===== config.mk =====
export PLATFORM = sky130hd
export DESIGN_NAME = keypad_scanner
export DESIGN_NICKNAME = d
export VERILOG_FILES = /design/src/rtl/keypad_pkg.sv /design/src/rtl/keypad_debounce.sv /design/src/rtl/keypad_scanner.sv
export SDC_FILE = /design/constraint.sdc
export NUM_CORES = 1
export LEC_CHECK = 0
export ABC_AREA = 0
export CAP_MARGIN = 20
export CORE_ASPECT_RATIO = 1.25
export CORE_MARGIN = 2
export CORE_UTILIZATION = 30
export DETAILED_ROUTE_END_ITERATION = 8
export PLACE_DENSITY_LB_ADDON = 0.08
export SETUP_SLACK_MARGIN = 0.4
export SYNTH_ARGS = -nofsm -noshare
export SYNTH_HDL_FRONTEND = slang
export SYNTH_HIERARCHICAL = 1
export SYNTH_SLANG_ARGS = --single-unit

===== constraint.sdc =====
create_clock -name clk -period 4.37 [get_ports clk]
set_clock_uncertainty 0.2 [all_clocks]
set_input_delay 1.311 -clock clk [delete_from_list [all_inputs] [get_ports clk]]
set_output_delay 1.311 -clock clk [all_outputs]
set_load 0.005 [all_outputs]

===== src/rtl/keypad_pkg.sv =====
// Shared definitions for the 4x3 keypad scanner: scan states, key indices
// and the one-hot button codes understood by the LCD cursor/write controller.
package keypad_pkg;

  typedef enum logic [1:0] {COL0, COL1, COL2, EVAL} scan_state_e;

  localparam int NUM_ROWS = 4;
  localparam int NUM_COLS = 3;
  localparam int NUM_KEYS = NUM_ROWS * NUM_COLS;

  // Row-major key index: row*3 + col
  localparam int KEY_1    = 0;
  localparam int KEY_2    = 1;
  localparam int KEY_3    = 2;
  localparam int KEY_4    = 3;
  localparam int KEY_5    = 4;
  localparam int KEY_6    = 5;
  localparam int KEY_7    = 6;
  localparam int KEY_8    = 7;
  localparam int KEY_9    = 8;
  localparam int KEY_STAR = 9;
  localparam int KEY_0    = 10;
  localparam int KEY_HASH = 11;

  localparam logic [9:0] NUM_1 = 10'b1000000000;
  localparam logic [9:0] NUM_2 = 10'b0100000000;
  localparam logic [9:0] NUM_3 = 10'b0010000000;
  localparam logic [9:0] NUM_4 = 10'b0001000000;
  localparam logic [9:0] NUM_5 = 10'b0000100000;
  localparam logic [9:0] NUM_6 = 10'b0000010000;
  localparam logic [9:0] NUM_7 = 10'b0000001000;
  localparam logic [9:0] NUM_8 = 10'b0000000100;
  localparam logic [9:0] NUM_9 = 10'b0000000010;
  localparam logic [9:0] NUM_0 = 10'b0000000001;

  localparam logic [1:0] CTRL_STAR = 2'b10;
  localparam logic [1:0] CTRL_HASH = 2'b01;

  typedef struct packed {
    logic [9:0] number;
    logic [1:0] control;
    logic       pressed;
  } key_out_t;

  // Anything other than exactly one key (idle or ghosting) decodes to all zeros.
  function automatic key_out_t decode_keys(input logic [NUM_KEYS-1:0] vec);
    key_out_t o;
    o = '0;
    case (vec)
      12'd1 << KEY_1:    o.number  = NUM_1;
      12'd1 << KEY_2:    o.number  = NUM_2;
      12'd1 << KEY_3:    o.number  = NUM_3;
      12'd1 << KEY_4:    o.number  = NUM_4;
      12'd1 << KEY_5:    o.number  = NUM_5;
      12'd1 << KEY_6:    o.number  = NUM_6;
      12'd1 << KEY_7:    o.number  = NUM_7;
      12'd1 << KEY_8:    o.number  = NUM_8;
      12'd1 << KEY_9:    o.number  = NUM_9;
      12'd1 << KEY_STAR: o.control = CTRL_STAR;
      12'd1 << KEY_0:    o.number  = NUM_0;
      12'd1 << KEY_HASH: o.control = CTRL_HASH;
      default: ;
    endcase
    o.pressed = (o.number != '0) || (o.control != '0);
    return o;
  endfunction

endpackage


===== src/rtl/keypad_debounce.sv =====
// Frame-level debouncer: a frame vector is committed once DEB_FRAMES
// consecutive scan frames (counting the previous one) agree.
module keypad_debounce
  import keypad_pkg::*;
#(
  parameter int DEB_FRAMES = 4
) (
  input  logic                clk,
  input  logic                rst,
  input  logic                eval,
  input  logic [NUM_KEYS-1:0] frame,
  output logic                commit,
  output logic [NUM_KEYS-1:0] committed
);

  localparam int CW = (DEB_FRAMES > 1) ? $clog2(DEB_FRAMES) : 1;
  localparam logic [CW-1:0] CNT_MAX = CW'(DEB_FRAMES - 1);

  logic [CW-1:0]       match_cnt_q, match_cnt_d;
  logic [NUM_KEYS-1:0] prev_q, prev_d;
  logic [NUM_KEYS-1:0] committed_q, committed_d;

  always_comb begin
    match_cnt_d = match_cnt_q;
    prev_d      = prev_q;
    committed_d = committed_q;
    commit      = 1'b0;
    if (eval) begin
      prev_d = frame;
      if (frame != prev_q)
        match_cnt_d = '0;
      else if (match_cnt_q != CNT_MAX)
        match_cnt_d = match_cnt_q + 1'b1;
      // Saturated counter keeps re-committing the same vector, which is harmless.
      if (match_cnt_d == CNT_MAX) begin
        commit      = 1'b1;
        committed_d = frame;
      end
    end
  end

  always_ff @(posedge clk or negedge rst) begin
    if (!rst) begin
      match_cnt_q <= '0;
      prev_q      <= '0;
      committed_q <= '0;
    end else begin
      match_cnt_q <= match_cnt_d;
      prev_q      <= prev_d;
      committed_q <= committed_d;
    end
  end

  assign committed = committed_q;

endmodule


===== src/rtl/keypad_scanner.sv =====
// 4x3 matrix keypad scanner feeding held button levels to the LCD controller.
// Define KEYPAD_REPEAT_EN for auto-repeat (one blank frame every REPEAT_FRAMES).
module keypad_scanner
  import keypad_pkg::*;
#(
  parameter int SCAN_DIV      = 4,
  parameter int DEB_FRAMES    = 4,
  parameter int REPEAT_FRAMES = 64
) (
  input  logic       clk,
  input  logic       rst,
  input  logic [3:0] key_row,
  output logic [2:0] key_col,
  output logic [9:0] number_btn,
  output logic [1:0] control_btn,
  output logic       key_pressed
);

  localparam int DW = (SCAN_DIV > 1) ? $clog2(SCAN_DIV) : 1;
  localparam logic [DW-1:0] DIV_LAST = DW'(SCAN_DIV - 1);

  scan_state_e         state_q, state_d;
  logic [DW-1:0]       div_q, div_d;
  logic [2:0]          key_col_q, key_col_d;
  logic [NUM_KEYS-1:0] frame_q, frame_d;
  key_out_t            out_q, out_d;
  logic                sample, eval;
  logic                commit;
  logic [NUM_KEYS-1:0] committed;
  logic                chg;
  key_out_t            frm_dec;

  always_comb begin
    state_d = state_q;
    div_d   = div_q;
    sample  = 1'b0;
    eval    = 1'b0;
    case (state_q)
      COL0, COL1, COL2: begin
        if (div_q == DIV_LAST) begin
          sample = 1'b1;
          div_d  = '0;
          case (state_q)
            COL0:    state_d = COL1;
            COL1:    state_d = COL2;
            default: state_d = EVAL;
          endcase
        end else begin
          div_d = div_q + 1'b1;
        end
      end
      default: begin
        eval    = 1'b1;
        state_d = COL0;
      end
    endcase

    case (state_d)
      COL0:    key_col_d = 3'b001;
      COL1:    key_col_d = 3'b010;
      COL2:    key_col_d = 3'b100;
      default: key_col_d = 3'b000;
    endcase
  end

  // Rows are sampled once, at the end of each column slot, after they settle.
  always_comb begin
    frame_d = frame_q;
    if (sample) begin
      for (int r = 0; r < NUM_ROWS; r++) begin
        case (state_q)
          COL0:    frame_d[r*NUM_COLS + 0] = key_row[r];
          COL1:    frame_d[r*NUM_COLS + 1] = key_row[r];
          COL2:    frame_d[r*NUM_COLS + 2] = key_row[r];
          default: ;
        endcase
      end
    end
  end

  keypad_debounce #(
    .DEB_FRAMES(DEB_FRAMES)
  ) u_debounce (
    .clk      (clk),
    .rst      (rst),
    .eval     (eval),
    .frame    (frame_q),
    .commit   (commit),
    .committed(committed)
  );

  assign chg     = commit && (frame_q != committed);
  assign frm_dec = decode_keys(frame_q);

`ifdef KEYPAD_REPEAT_EN
  localparam int RW = $clog2(REPEAT_FRAMES + 1);
  localparam logic [RW-1:0] RPT_LAST = RW'(REPEAT_FRAMES - 1);

  logic [RW-1:0] rpt_q, rpt_d;
  logic          blank_q, blank_d;
  key_out_t      cmt_dec;

  assign cmt_dec = decode_keys(committed);

  always_comb begin
    out_d   = out_q;
    rpt_d   = rpt_q;
    blank_d = blank_q;
    if (chg) begin
      out_d   = frm_dec;
      rpt_d   = '0;
      blank_d = 1'b0;
    end else if (eval) begin
      // The EVAL that ends the blank frame reasserts and does not count.
      if (blank_q) begin
        out_d   = cmt_dec;
        blank_d = 1'b0;
      end else if (cmt_dec.pressed) begin
        if (rpt_q == RPT_LAST) begin
          out_d   = '0;
          blank_d = 1'b1;
          rpt_d   = '0;
        end else begin
          rpt_d = rpt_q + 1'b1;
        end
      end
    end
  end

  always_ff @(posedge clk or negedge rst) begin
    if (!rst) begin
      rpt_q   <= '0;
      blank_q <= 1'b0;
    end else begin
      rpt_q   <= rpt_d;
      blank_q <= blank_d;
    end
  end
`else
  always_comb begin
    out_d = out_q;
    if (chg) out_d = frm_dec;
  end
`endif

  always_ff @(posedge clk or negedge rst) begin
    if (!rst) begin
      state_q   <= COL0;
      div_q     <= '0;
      key_col_q <= 3'b001;
      frame_q   <= '0;
      out_q     <= '0;
    end else begin
      state_q   <= state_d;
      div_q     <= div_d;
      key_col_q <= key_col_d;
      frame_q   <= frame_d;
      out_q     <= out_d;
    end
  end

  assign key_col     = key_col_q;
  assign number_btn  = out_q.number;
  assign control_btn = out_q.control;
  assign key_pressed = out_q.pressed;

endmodule


==> results of run 1 <==
## sequential cells by signal, summed over array words and instances, names as in the netlist
register and count:
frame_q 12, state_q 2, control_btn 2, u_debounce/prev_q 12
number_btn 10, div_q 2, key_pressed 1, key_col 3
u_debounce/match_cnt_q 2, u_debounce/committed 12
## layer usage
metal	part of all wire (%)	vias to the layer above	wire [µm]	global-route usage, %
li1	-	823	-	-
met1	45	853	2687	15.16
met2	49	29	2913	21.83
met3	3.0	12	178	2.130
met4	3.2	0	194	8.788
met5	0	-	0	0
## cell families after synthesis
| group | count (synthesis) | share of synthesized area (%) |
|---|---|---|
| and+or+nand+nor | 46 | 11.90 |
| muxes | 52 | 21.39 |
| xor gates and xnor gates | 27 | 8.301 |
| adders and majority gates | 1 | 0.4391 |
| AOI/OAI and AO/OA | 10 | 2.504 |
| DFF | 58 | 50.99 |
| buffers and inverters | 23 | 4.479 |
## per-stage QoR
step,instance area (µm²),instances
6_report,3547,374
5_1_grt,3547,374
4_1_cts,3547,374
3_5_place_dp,3194,358
3_3_place_gp,3174,357
2_1_floorplan,2849,217
## worst reg2reg max path: stages (launching register included)
cell     delay (ps)
dfrtp_1         510
xor2_1          210
nor4_2          390
and4_2          290
o31a_1          650
mux2_2          410
## worst min-delay path by stage
| stage | to | slack, ps | cells past startpoint |
|---|---|---|---|
| 3_3_place_gp | div_q[1] | 300 | 1 |
| 4_1_cts | number_btn[6] | 320 | 2 |
| 6_report | number_btn[6] | 310 | 2 |
| 2_1_floorplan | div_q[1] | 280 | 1 |
| 3_5_place_dp | div_q[1] | 310 | 1 |
| 5_1_grt | u_debounce/prev_q[2] | 340 | 1 |
## power by group through the flow
stage	clock network, mW	registers (mW)	logic, mW
after floorplan	0	0.569	0.0434
after global placement	0	0.575	0.0679
after detailed placement	0	0.576	0.0692
after CTS	0.852	0.567	0.0694
after global routing	0.876	0.569	0.0745
final	0.826	0.567	0.0668
## cells in the final DEF (no fill, tap or decap), drive strengths merged
cell type      Yosys  routed
and4               1       1
bufinv             0       3
or4                3       3
o311ai             1       1
ha                 1       1
xnor2             13      13
nor2b              2       2
nand4              4       4
nand2              4       4
xor2              14      14
a21oi              2       2
nand4b             6       6
dfstp              1       1
mux2              41      41
nand3              2       2
o22ai              1       1
dfrtp             57      57
clkinv             0       2
a222oi             1       1
clkdlybuf4s50      0      20
inv               13      13
buf                8       8
and2               2       2
o31a               1       1
or4b               2       2
nor2               9       9
o21ai              2       2
clkbuf             2      11
nor3b              1       1
nor4b              4       4
nor4               3       3
a211o              2       2
nand3b             1       1
nor3               2       2
mux2i             11      11
## cell type report
type	count	area, µm²	share of cell area (%)
Clock buffer	11	252.7	7.125
Clock inverter	5	100.1	2.822
Inverter	13	48.80	1.376
Multi-Input combinational cell	136	1269	35.77
Sequential cell	58	1453	40.95
Tap cell	123	153.9	4.339
Timing Repair Buffer	28	270.3	7.619
==> impl_metrics.ini, run 1 <==
[timing]
fin_crit_sh_pct = 65.08
fin_crit_ps = 2844
fin_ws_ps = 1526
max_freq_mhz = 351.6
rsz0062_at_grt = no
hold_violations = 0
tns_ps = 0
slew_violations = 0
hold_ws_ps = 312.1
finalSetupViolations = 0
slew_headroom_pct = 40.31
worst_slew_pin_slew_ps = 893.5

[die]
placementRows = 39
core_mm2 = 0.009174
dieHeight_um = 113.0
initial_core_util_pct = 31.06
pin_count = 22
die_x_um = 91.16
die-area_mm2 = 0.01030

[final_layout]
nets = 253
drive_above_1_share_pct = 30.28
diodes = 0
fillers = 928
post-route-util_pct = 38.67
syn_to_final_growth_pct = 24.51

[route]
drt-pass1-iter-count = 4
drcViolationCount = 0
ant_nets = 0
wl_per_cell_um = 15.97
vias_per_cell = 4.591
vias = 1717
drt_iter0_markers = 51
wl_mm = 5.973

[setup_path]
cp_top_family = flip-flops
cpPeakStageDelay_ps = 510
cp.depth = 1
worst_ep_arrival_time_ps = 1330
crit_path_cell_trace = clkdlybuf4s50_1
r2r_setup_slack_ps = 1590
worstSetupStartpointType = register
crit_start = key_col[0]
slowest_stage = dfstp_2
r2r_cells = 5
cp-endpoint = key_col[0]
timing.rr.end = number_btn[9]
crit_type = register to output pin
worstPathRequired_ps = 2860
r2r-start = frame_q[10]
endpoint_kind = output pin
cp_max_fo = 1
cp_num_buf_inv = 1

[global_routing]
grt_use_total_pct = 12.97
grt_pass1_vias = 1882
grt_pass1_wl_mm = 9.977
antenna_found_initial = 0
grt_start_max_net_pins = 31
grt_overflow = 0

[synthesis]
synth.avg_cell_area_um2 = 13.13
synth.distinct_cells = 37
synth_area_leaders = dfrtp_1 50%, mux2_2 12%, mux2_4 5.3%, xor2_1 4.3%, xnor2_1 4.0%
syn-num-nets = 224
yosysSeqAreaShare_pct = 50.99
synth-main-ff-cell = dfrtp_1
yosysTopAreaCell = dfrtp_1
synth_common_cells = 57 x dfrtp_1, 31 x mux2_2, 14 x xor2_1, 13 x inv_1, 13 x xnor2_1
synth.top_cell.area_share_pct = 50.07
yosys_warnings = 6
synth_most_common_cell = dfrtp_1
synth_edf_count = 0
syn_area_mm2 = 0.002849
ys_ff_latch = 58
synthCells = 217
async_reset_ff_share_pct = 100.0

[hold_path]
worst_hold_startpoint = number_btn[6]
hp-class = register to register

[power]
p_per_area_mw_per_mm2 = 411.7
power_mw = 1.460
sw_frac_of_total_pct = 20.12
p_sw_mw = 0.2939
worst_ir_drop_vdd_uv = 179.0
pwr-share-comb_pct = 4.6
p_leak_nw = 1.458
p_seq_share_pct = 38.8
p_clk_share_pct = 56.6
internal_power_mw = 1.166

[placement]
preCtsSetupSlack_ps = 1558
dp_hpwl_mm = 4.256
numPortBuffers = 21
finalWeightedCongestion = 0.7566

[clock_network]
cts_hold_buffers = 0
cts_inserted_buffers = 9
cts_num_sinks = 58
cts_max_level = 3
path_clk_slew_ps = 50
postCtsSetupRepairBufs = 0
worstSkewPairLatency_ps = 330
clock-root-buffer = clkbuf_16
cts_resized = 0
clock_tree.buffer_depth = 2
cts_tree = yes

[flow_run]
cap_viol_max_count = 0

[status]
status = complete, no violations
(Power assumes the default switching activity.)
==> inputs of run 2 (changes only) <==
==> constraint.sdc (replaced) <==
create_clock -name clk -period 2.3 [get_ports clk]
set_clock_uncertainty 0.2 [all_clocks]
set_input_delay 0.69 -clock clk [delete_from_list [all_inputs] [get_ports clk]]
set_output_delay 0.69 -clock clk [all_outputs]
set_load 0.005 [all_outputs]
==> impl_metrics.ini, run 2 (same netlist as run 1, synthesis figures left out) <==
[die]
die_x_um = 91.16
die-area_mm2 = 0.01030
core_mm2 = 0.009174
pin_count = 22
initial_core_util_pct = 31.06
placementRows = 39
dieHeight_um = 113.0

[final_layout]
fin_area_mm2 = 0.003666
drive_above_1_share_pct = 35.66
diodes = 0
layout_common_cells = 56 x dfrtp_1, 29 x mux2_2, 22 x buf_4, 15 x dlygate4sd2_1
post-route-util_pct = 39.96
nets = 274
syn_to_final_growth_pct = 28.68
final_common_cell = dfrtp_1
fillers = 940

[clock_network]
cts_hold_buffers = 0
cts_max_level = 3
path_clk_slew_ps = 50
cts_inserted_buffers = 9
cts_num_sinks = 58
cts_tree = yes
clock-root-buffer = clkbuf_16
clock_tree.buffer_depth = 2
worstSkewPairLatency_ps = 330

[setup_path]
crit_type = register to register
worstPathRequired_ps = 2310
cp_max_fo = 2
worst_ep_arrival_time_ps = 2100
endpoint_kind = register
worstSetupStartpointType = register

[route]
wl_per_cell_um = 14.54
drcViolationCount = 0
ant_nets = 0
vias = 1778
drt_iter0_markers = 28
wl_mm = 5.742
vias_per_cell = 4.501
drt-pass1-iter-count = 4

[timing]
fin_crit_sh_pct = 90.92
fin_crit_ps = 2091
hold_violations = 0
max_freq_mhz = 478.2
hold_ws_ps = 152.3
slew_headroom_pct = 70.53
rsz0062_at_grt = yes
tns_ps = 0
slew_violations = 0
finalSetupViolations = 0
worst_slew_pin_slew_ps = 437.4

[power]
p_leak_nw = 1.611
worst_ir_drop_vdd_uv = 356.9
power_mw = 2.517
p_per_area_mw_per_mm2 = 686.5

[placement]
finalWeightedCongestion = 0.6833
place_area_mm2 = 0.003293
numPortBuffers = 21
dp_hpwl_mm = 4.091

[global_routing]
grt_pass1_wl_mm = 9.549
grt_use_total_pct = 12.40
antenna_found_initial = 0
grt_overflow = 0
grt_pass1_vias = 1888
grt_start_max_net_pins = 59

[flow_run]
cap_viol_max_count = 0

[status]
status = complete, no violations

[hold_path]
hp-class = input pin to async pin
==> run 2: cell count changes in the layout (fill, tap and decap cells not counted), sizes merged <==
cell	before	now
dlygate4sd2	0	15
clkbuf	11	14
clkdlybuf4s50	20	4
buf	8	29
bufinv	3	1
==> run 2: per-layer routing <==
metal  up-vias  global-route usage [%]  wire (µm)
li1        870                       -          -
met1       871                   13.76       2419
met2        25                   21.48       2983
met3        12                   2.663        181
met4         0                   7.879        157
met5         -                       0          0
==> run 2: path summary, 6_finish.rpt <==
kind	slack (ps)	start	depth (start not counted)	end
worst max-delay path	210	u_debounce/prev_q[10]	6	number_btn[8]
worst min-delay path	150	rst	2	u_debounce/committed[11]
worst max register to register	210	u_debounce/prev_q[10]	6	number_btn[8]
worst min register to register	310	number_btn[2]	2	number_btn[2]
max in group asynchronous	1430	rst	2	key_col[0]
min in group clk	310	number_btn[2]	2	number_btn[2]
==> run 2: report_power, final <==
group | total [mW] | internal [mW] | switching (mW) | leakage, nW
combinational | 0.165 | 0.0760 | 0.0888 | 0.732
sequential | 1.06 | 1.04 | 0.0141 | 0.735
clock | 1.29 | 0.862 | 0.431 | 0.144
==> run 2: cell type report <==
type	count	area, µm²	area share (%)
Clock buffer	13	250.2	6.826
Timing Repair Buffer	49	426.7	11.64
Inverter	13	48.80	1.331
Multi-Input combinational cell	136	1292	35.26
Tap cell	123	153.9	4.198
Clock inverter	3	40.04	1.092
Sequential cell	58	1454	39.66
==> run 2: worst max-delay path, cell delays in order (launching register included) <==
cell and delay (ps):
dfrtp_1 400, xor2_2 200, nor4_4 310, and4_2 270
o31a_1 180, buf_6 120, mux2_4 290
==> run 2: through the flow <==
step	std cells	setup WS [ps]
3_5_place_dp	371	98.28
2_1_floorplan	217	222.2
3_3_place_gp	371	136.8
4_1_cts	393	182.4
6_report	395	208.9
5_1_grt	395	114.4
==> run 2: timing repair <==
item | 4_1_cts | 5_1_grt
setup buffers | 5 | 2
gates resized for setup | 23 | 6
endpoints found under the setup margin | 41 | 28
gates cloned | 1 | 0
pin swaps | 2 | 4
